==> config.mk <==
export PLATFORM = sky130hd
export DESIGN_NAME = seq_multiplier
export DESIGN_NICKNAME = d
export VERILOG_FILES = /design/src/rtl/mult_pkg.sv /design/src/rtl/adder_n.sv /design/src/rtl/seq_multiplier.sv
export SDC_FILE = /design/constraint.sdc
export NUM_CORES = 1
export LEC_CHECK = 0
export CELL_PAD_IN_SITES_DETAIL_PLACEMENT = 2
export CELL_PAD_IN_SITES_GLOBAL_PLACEMENT = 2
export CORE_MARGIN = 4
export CORE_UTILIZATION = 34
export CTS_BUF_LIST = sky130_fd_sc_hd__clkbuf_8
export CTS_CLUSTER_SIZE = 20
export DETAILED_ROUTE_END_ITERATION = 10
export GPL_TIMING_DRIVEN = 0
export PLACE_DENSITY_LB_ADDON = 0.08
export SLEW_MARGIN = 20
export SYNTH_ARGS = -nofsm -noshare
export SYNTH_HDL_FRONTEND = slang
export SYNTH_SLANG_ARGS = --single-unit
==> constraint.sdc <==
create_clock -name clk -period 4.4 [get_ports clk]
set_clock_uncertainty 0.2 [all_clocks]
set_input_delay 0.88 -clock clk [delete_from_list [all_inputs] [get_ports clk]]
set_output_delay 0.88 -clock clk [all_outputs]
set_load 0.005 [all_outputs]
==> src/rtl/mult_pkg.sv <==
// mult_pkg: shared FSM state type and default operand width for the sequential multiplier
package mult_pkg;
  localparam int DEFAULT_WIDTH = 8;
  typedef enum logic [1:0] {IDLE, CALC, DONE} state_t;
endpackage

==> src/rtl/adder_n.sv <==
// adder_n: WIDTH-bit combinational adder with carry out
module adder_n
  import mult_pkg::*;
#(
  parameter int WIDTH = DEFAULT_WIDTH
) (
  input  logic [WIDTH-1:0] a,
  input  logic [WIDTH-1:0] m,
  output logic [WIDTH-1:0] sum,
  output logic             carry
);
  assign {carry, sum} = {1'b0, a} + {1'b0, m};
endmodule

==> src/rtl/seq_multiplier.sv <==
// seq_multiplier: unsigned shift-add multiplier, one partial product per cycle, valid/ready handshakes
module seq_multiplier
  import mult_pkg::*;
#(
  parameter int WIDTH = DEFAULT_WIDTH
) (
  input  logic               clk,
  input  logic               reset,
  input  logic               in_valid,
  output logic               in_ready,
  input  logic [WIDTH-1:0]   a,
  input  logic [WIDTH-1:0]   m,
  output logic               out_valid,
  input  logic               out_ready,
  output logic [2*WIDTH-1:0] product,
  output logic               busy
);
  localparam int CW = $clog2(WIDTH + 1);
  state_t state, state_n;
  logic [WIDTH-1:0] a_q, upper, lower, addend, sum;
  logic [CW-1:0] cnt;
  logic carry, last;
  assign addend = lower[0] ? a_q : '0;
  assign last = cnt == CW'(WIDTH);
  adder_n #(.WIDTH(WIDTH)) u_add (.a(upper), .m(addend), .sum(sum), .carry(carry));
  always_comb begin
    state_n = state == IDLE ? (in_valid ? CALC : IDLE)
            : state == CALC ? (last ? DONE : CALC)
            : (out_ready ? IDLE : DONE);
    in_ready = state == IDLE;
    out_valid = state == DONE;
    busy = state != IDLE;
  end
  // lower starts as the multiplier and fills with product bits as it shifts out
  always_ff @(posedge clk) begin
    if (reset) begin
      state <= IDLE;
      a_q <= '0;
      upper <= '0;
      lower <= '0;
      cnt <= '0;
      product <= '0;
    end else begin
      state <= state_n;
      if (in_valid && in_ready) begin
        a_q <= a;
        lower <= m;
        upper <= '0;
        cnt <= '0;
      end else if (state == CALC) begin
        if (last) product <= {upper, lower};
        else begin
          upper <= {carry, sum[WIDTH-1:1]};
          lower <= {sum[0], lower[WIDTH-1:1]};
          cnt <= cnt + 1'b1;
        end
      end
    end
  end
endmodule

Word-level counts from Yosys, hierarchy flattened --
Cells that the tools add are included.
Operators by class: $add $sub $neg 2, equality and inequality tests 4, muxes and demuxes 9, bitwise operators 2, reductions and logical operators 8
Operators by type and width (number):
- 8-bit 2-to-1 mux | 4
- 8-bit by 8-bit adder with 9-bit output | 1
- 2-bit 2-to-1 mux | 4
- 4-bit by 1-bit adder with 4-bit output (second input constant) | 1
- 4-bit equality test (second input constant) | 1
- 2-bit AND reduction | 2
- 2-bit nonzero test | 2
- 3-bit AND reduction | 1
- 2-bit by 1-bit equality test with 1-bit output (second input constant) | 1
- 2-bit equality test (second input constant) | 1
- 2-bit logical NOT | 1
- 2-bit by 1-bit != test with 1-bit output (second input constant) | 1
- 1-bit NOT | 2
- 2-bit OR reduction | 1
- 1-bit logical AND | 1
- 1-bit 2-to-1 mux | 1
Storage, ports and cells: flip-flop bits (word level) 46, input bits 20, output and inout bits 19, logic and storage cells 31

Depth between registers and ports, before layout --
depth after elaboration 5, depth in mapped cells 7, depth with buffers taken out 7

By module --
Synthesis repeated with hierarchy kept, for this count alone.
Unflattened totals: cells, all modules 278, area, all modules 2327.2 um^2
By module, submodules not included:
- seq_multiplier | instances 1, cells each 236, area an instance 2003.2 um^2, seq. area each 920.9 um^2
- adder_n | instances 1, cells each 42, area an instance 324.1 um^2, seq. area each 0.0 um^2

Least setup slack after synthesis --
Ideal clock, no wire load.
path kind register -> register, start reg lower[0], end reg upper[3], library setup time 0.070 ns, arrival time 1.893 ns, required time 4.130 ns, slack 2.237 ns, stages on the path, launching flop included 8, buffers on the path 0, clock period less this slack 2.163 ns, cells stage by stage dfxtp_1 and2_1 ha_1 fa_1 a211oi_1 nor2_1 or3_1 a21oi_1
On the way: word-level cells in the longest chain between the ends 2
RTL lines:
- start: declaration | RTL line seq_multiplier.sv:20 | logic [WIDTH-1:0] a_q, upper, lower, addend, sum;
- start signal: assignment | RTL line seq_multiplier.sv:47 | lower <= m;
- start signal: assignment | RTL line seq_multiplier.sv:54 | lower <= {sum[0], lower[WIDTH-1:1]};
- 8-bit 2-to-1 mux | RTL line seq_multiplier.sv:23 | assign addend = lower[0] ? a_q : '0;
- 8-bit by 8-bit adder with 9-bit output | RTL line adder_n.sv:12 | assign {carry, sum} = {1'b0, a} + {1'b0, m};
- end signal: assignment | RTL line seq_multiplier.sv:53 | upper <= {carry, sum[WIDTH-1:1]};
- end: declaration | RTL line seq_multiplier.sv:20
No other way between the ends. A chain may end at the register's enable or synchronous reset.

Final worst setup path --
start reg lower[0], end reg upper[5]
Same word-level chain as after synthesis.

==> results.json <==
{
  "synth.most_common_cell": "nand2_1",
  "rrSetupSlack_ps": 1840,
  "clk_pin_slew_worst_paths_ps": 90,
  "slew_headroom": 0.464,
  "rsz0062_at_grt": "false",
  "dp_cells": 372,
  "post-route-min-period_ps": 2560,
  "maxCapViolCount": 0,
  "worst_path_most_repeated_cell": "and2_1",
  "drtPass1Iterations": 4,
  "cp_max_fo": 10,
  "synth_top_area_cell": "dfxtp_1",
  "ir_drop_mv": 0.118,
  "io_pins": 39,
  "die_height_um": 87.4,
  "crit_type": "reg2reg",
  "finalCritPeriodShare": 0.582,
  "synth.top_cell.area_share": 0.430,
  "vias": 1963,
  "yosysUniqueCellTypes": 43,
  "finalSetupTns_ps": 0,
  "r2r_end": "upper[5]",
  "min_path_type": "reg2reg",
  "syn_area_um2": 2140,
  "drtAntennaViolNets": 0,
  "synth-edff-count": 0,
  "cts_sinks": 46,
  "fill_cells": 701,
  "num_antenna_cells": 0,
  "slowest_delay_ps": 430,
  "place_congestion": 0.791,
  "dpl_cell_area_um2": 2610,
  "seq_area_frac_synth": 0.430,
  "dr.first_iter.drc_count": 69,
  "status": "completed",
  "crit_end": "upper[5]",
  "synth_flop_cell": "dfxtp_1",
  "reg2reg_depth": 7,
  "drive_above_1_share": 0.0754,
  "avgRoutedWirePerCell_um": 16.2,
  "utilization": 0.450,
  "critical-path-slowest-cell": "dfxtp_1",
  "grt_pass1_vias": 2009,
  "die-area_um2": 7630,
  "cp.arrival_ps": 2580,
  "core_area_um2": 6030,
  "crit_path_start_kind": "flip-flop",
  "synth_cells": 260,
  "syn_area_per_cell_um2": 8.23,
  "drc": 0,
  "hold_buffers": 0,
  "syn_nets": 291,
  "final-setup-viol-count": 0,
  "synthTopCellsByCount": "nand2_1, dfxtp_1, a21oi_1",
  "fin_nets": 335,
  "track_usage": 0.173,
  "die-width_um": 87.4,
  "layoutNonFillerInstCount": 380,
  "drv_slew": 0,
  "place.detailed.hpwl_um": 4520,
  "synthArstFlopShare": 0,
  "final-hold-violation-count": 0,
  "wl_um": 6150,
  "grt_max_degree": 15,
  "viasPerCell": 5.17,
  "syn_to_final_growth_pct": 26.6,
  "required_ps": 4420,
  "power_mw": 0.890,
  "rr_startpoint": "lower[0]",
  "design_area_um2": 2710,
  "antenna_found_initial": 0,
  "worstMarginPinSlew_ps": 800,
  "rows": 28,
  "synth_area_leaders": "dfxtp_1, nand2_1, a21oi_1, ha_1, a311oi_1",
  "cp-end-kind": "flip-flop",
  "grt-ovfl-total": 0,
  "p_per_area_nw_per_um2": 328,
  "grt_pass1_wl_um": 10300,
  "p_leak_nw": 1.01,
  "start_util": 0.355,
  "ys_seq_elements": 46,
  "path_cells": "and2_1 -> ha_1 -> fa_1 -> a211oi_1 -> o21ai_0 -> and2_1 -> o211ai_1",
  "cts_setup_buffers": 0,
  "io_buffers": 37,
  "ys_warn_count": 0,
  "cts_buffers": 5,
  "ctsRootBufferMaster": "clkbuf_8",
  "cts_resized": 0,
  "cts.path.max_buffers": 2,
  "max_freq_mhz": 391,
  "htreeDepth": 2,
  "cts_tree": "built",
  "insertion_delay_ps": 300,
  "startpoint": "lower[0]"
}
metrics by stage:
| stage | setup WS, ps | hold WS, ps |
|---|---|---|
| finish | 1840 | 256 |
| global placement | 1730 | 242 |
| floorplan | 2240 | 232 |
| global route | 1670 | 274 |
| detailed placement | 1680 | 251 |
| CTS | 1790 | 263 |
kinds of logic after synthesis:
kind of cell               count (synthesis)  synth area share
xor gates and xnor gates                   5            0.0205
AOI/OAI and AO/OA                         56             0.163
and+or+nand+nor                          126             0.278
buffers and inverters                     16            0.0409
DFF                                       46             0.430
adders and majority gates                 11            0.0678
report_power, final:
group	switching, mW	total (mW)	internal, mW	leakage [nW]
sequential	0.0191	0.456	0.436	0.374
combinational	0.0758	0.136	0.0600	0.583
clock	0.154	0.299	0.144	0.0544
total	0.249	0.890	0.641	1.01
registers in the layout (all words and copies together) (netlist names):
| name | count |
|---|---|
| lower | 8 |
| product | 16 |
| a_q | 8 |
| upper | 8 |
| state | 2 |
| cnt | 4 |
routing by layer:
metal  vias up  global-route usage  wire, µm
met3         5              0.0360       252
met1       945               0.232      2950
met2        38               0.284      2890
met4         0              0.0418        57
li1        975                   -         -
met5         -                   0         0
how the worst min path moves through the flow:
stage / startpoint / cells after the start / slack [ps] / endpoint
2_1_floorplan: a_q[0] / 2 / 230 / a_q[0]
5_1_grt: a_q[4] / 2 / 270 / a_q[4]
3_5_place_dp: a_q[2] / 2 / 250 / a_q[2]
6_report: a_q[2] / 2 / 260 / a_q[2]
4_1_cts: a_q[2] / 2 / 260 / a_q[2]
3_3_place_gp: a_q[3] / 2 / 240 / a_q[3]
worst max-delay path: cells and delay by family (launching register included):
kind,cells,cell delay [ps]
compound gates,3,760
fa+ha+maj,2,650
flops,1,430
simple gates,2,430
area by class of cell:
| type | instances | area, µm² | share of cell area |
|---|---|---|---|
| sequential | 46 | 921 | 0.340 |
| buffer | 12 | 72.6 | 0.0268 |
| inverter | 4 | 15.0 | 0.00554 |
| clock inverter | 1 | 8.76 | 0.00323 |
| multi-input combinational | 198 | 1130 | 0.418 |
| clock buffer | 7 | 96.3 | 0.0355 |
| timing repair buffer | 37 | 370 | 0.137 |
| tap | 75 | 93.8 | 0.0346 |
cells in the final DEF, fill, tap and decap left out, types with 2 or more instances in the layout:
cell	n
clkbuf_8	7
clkdlybuf4s50_1	37
a2111oi_0	2
o21ai_0	3
a21o_1	3
buf_6	2
nor2_1	18
nand4_1	2
clkbuf_1	3
xnor2_1	2
nand2_1	73
a311oi_1	8
o211ai_1	3
xor2_1	3
a211oi_1	4
dfxtp_1	46
or3_1	2
inv_1	4
buf_2	4
nand3b_1	2
and2_1	9
a31oi_1	2
buf_4	2
ha_1	10
a21oi_1	30
nand3_1	3
nor3_1	2
No activity file was read; power rests on OpenSTA's default activity.
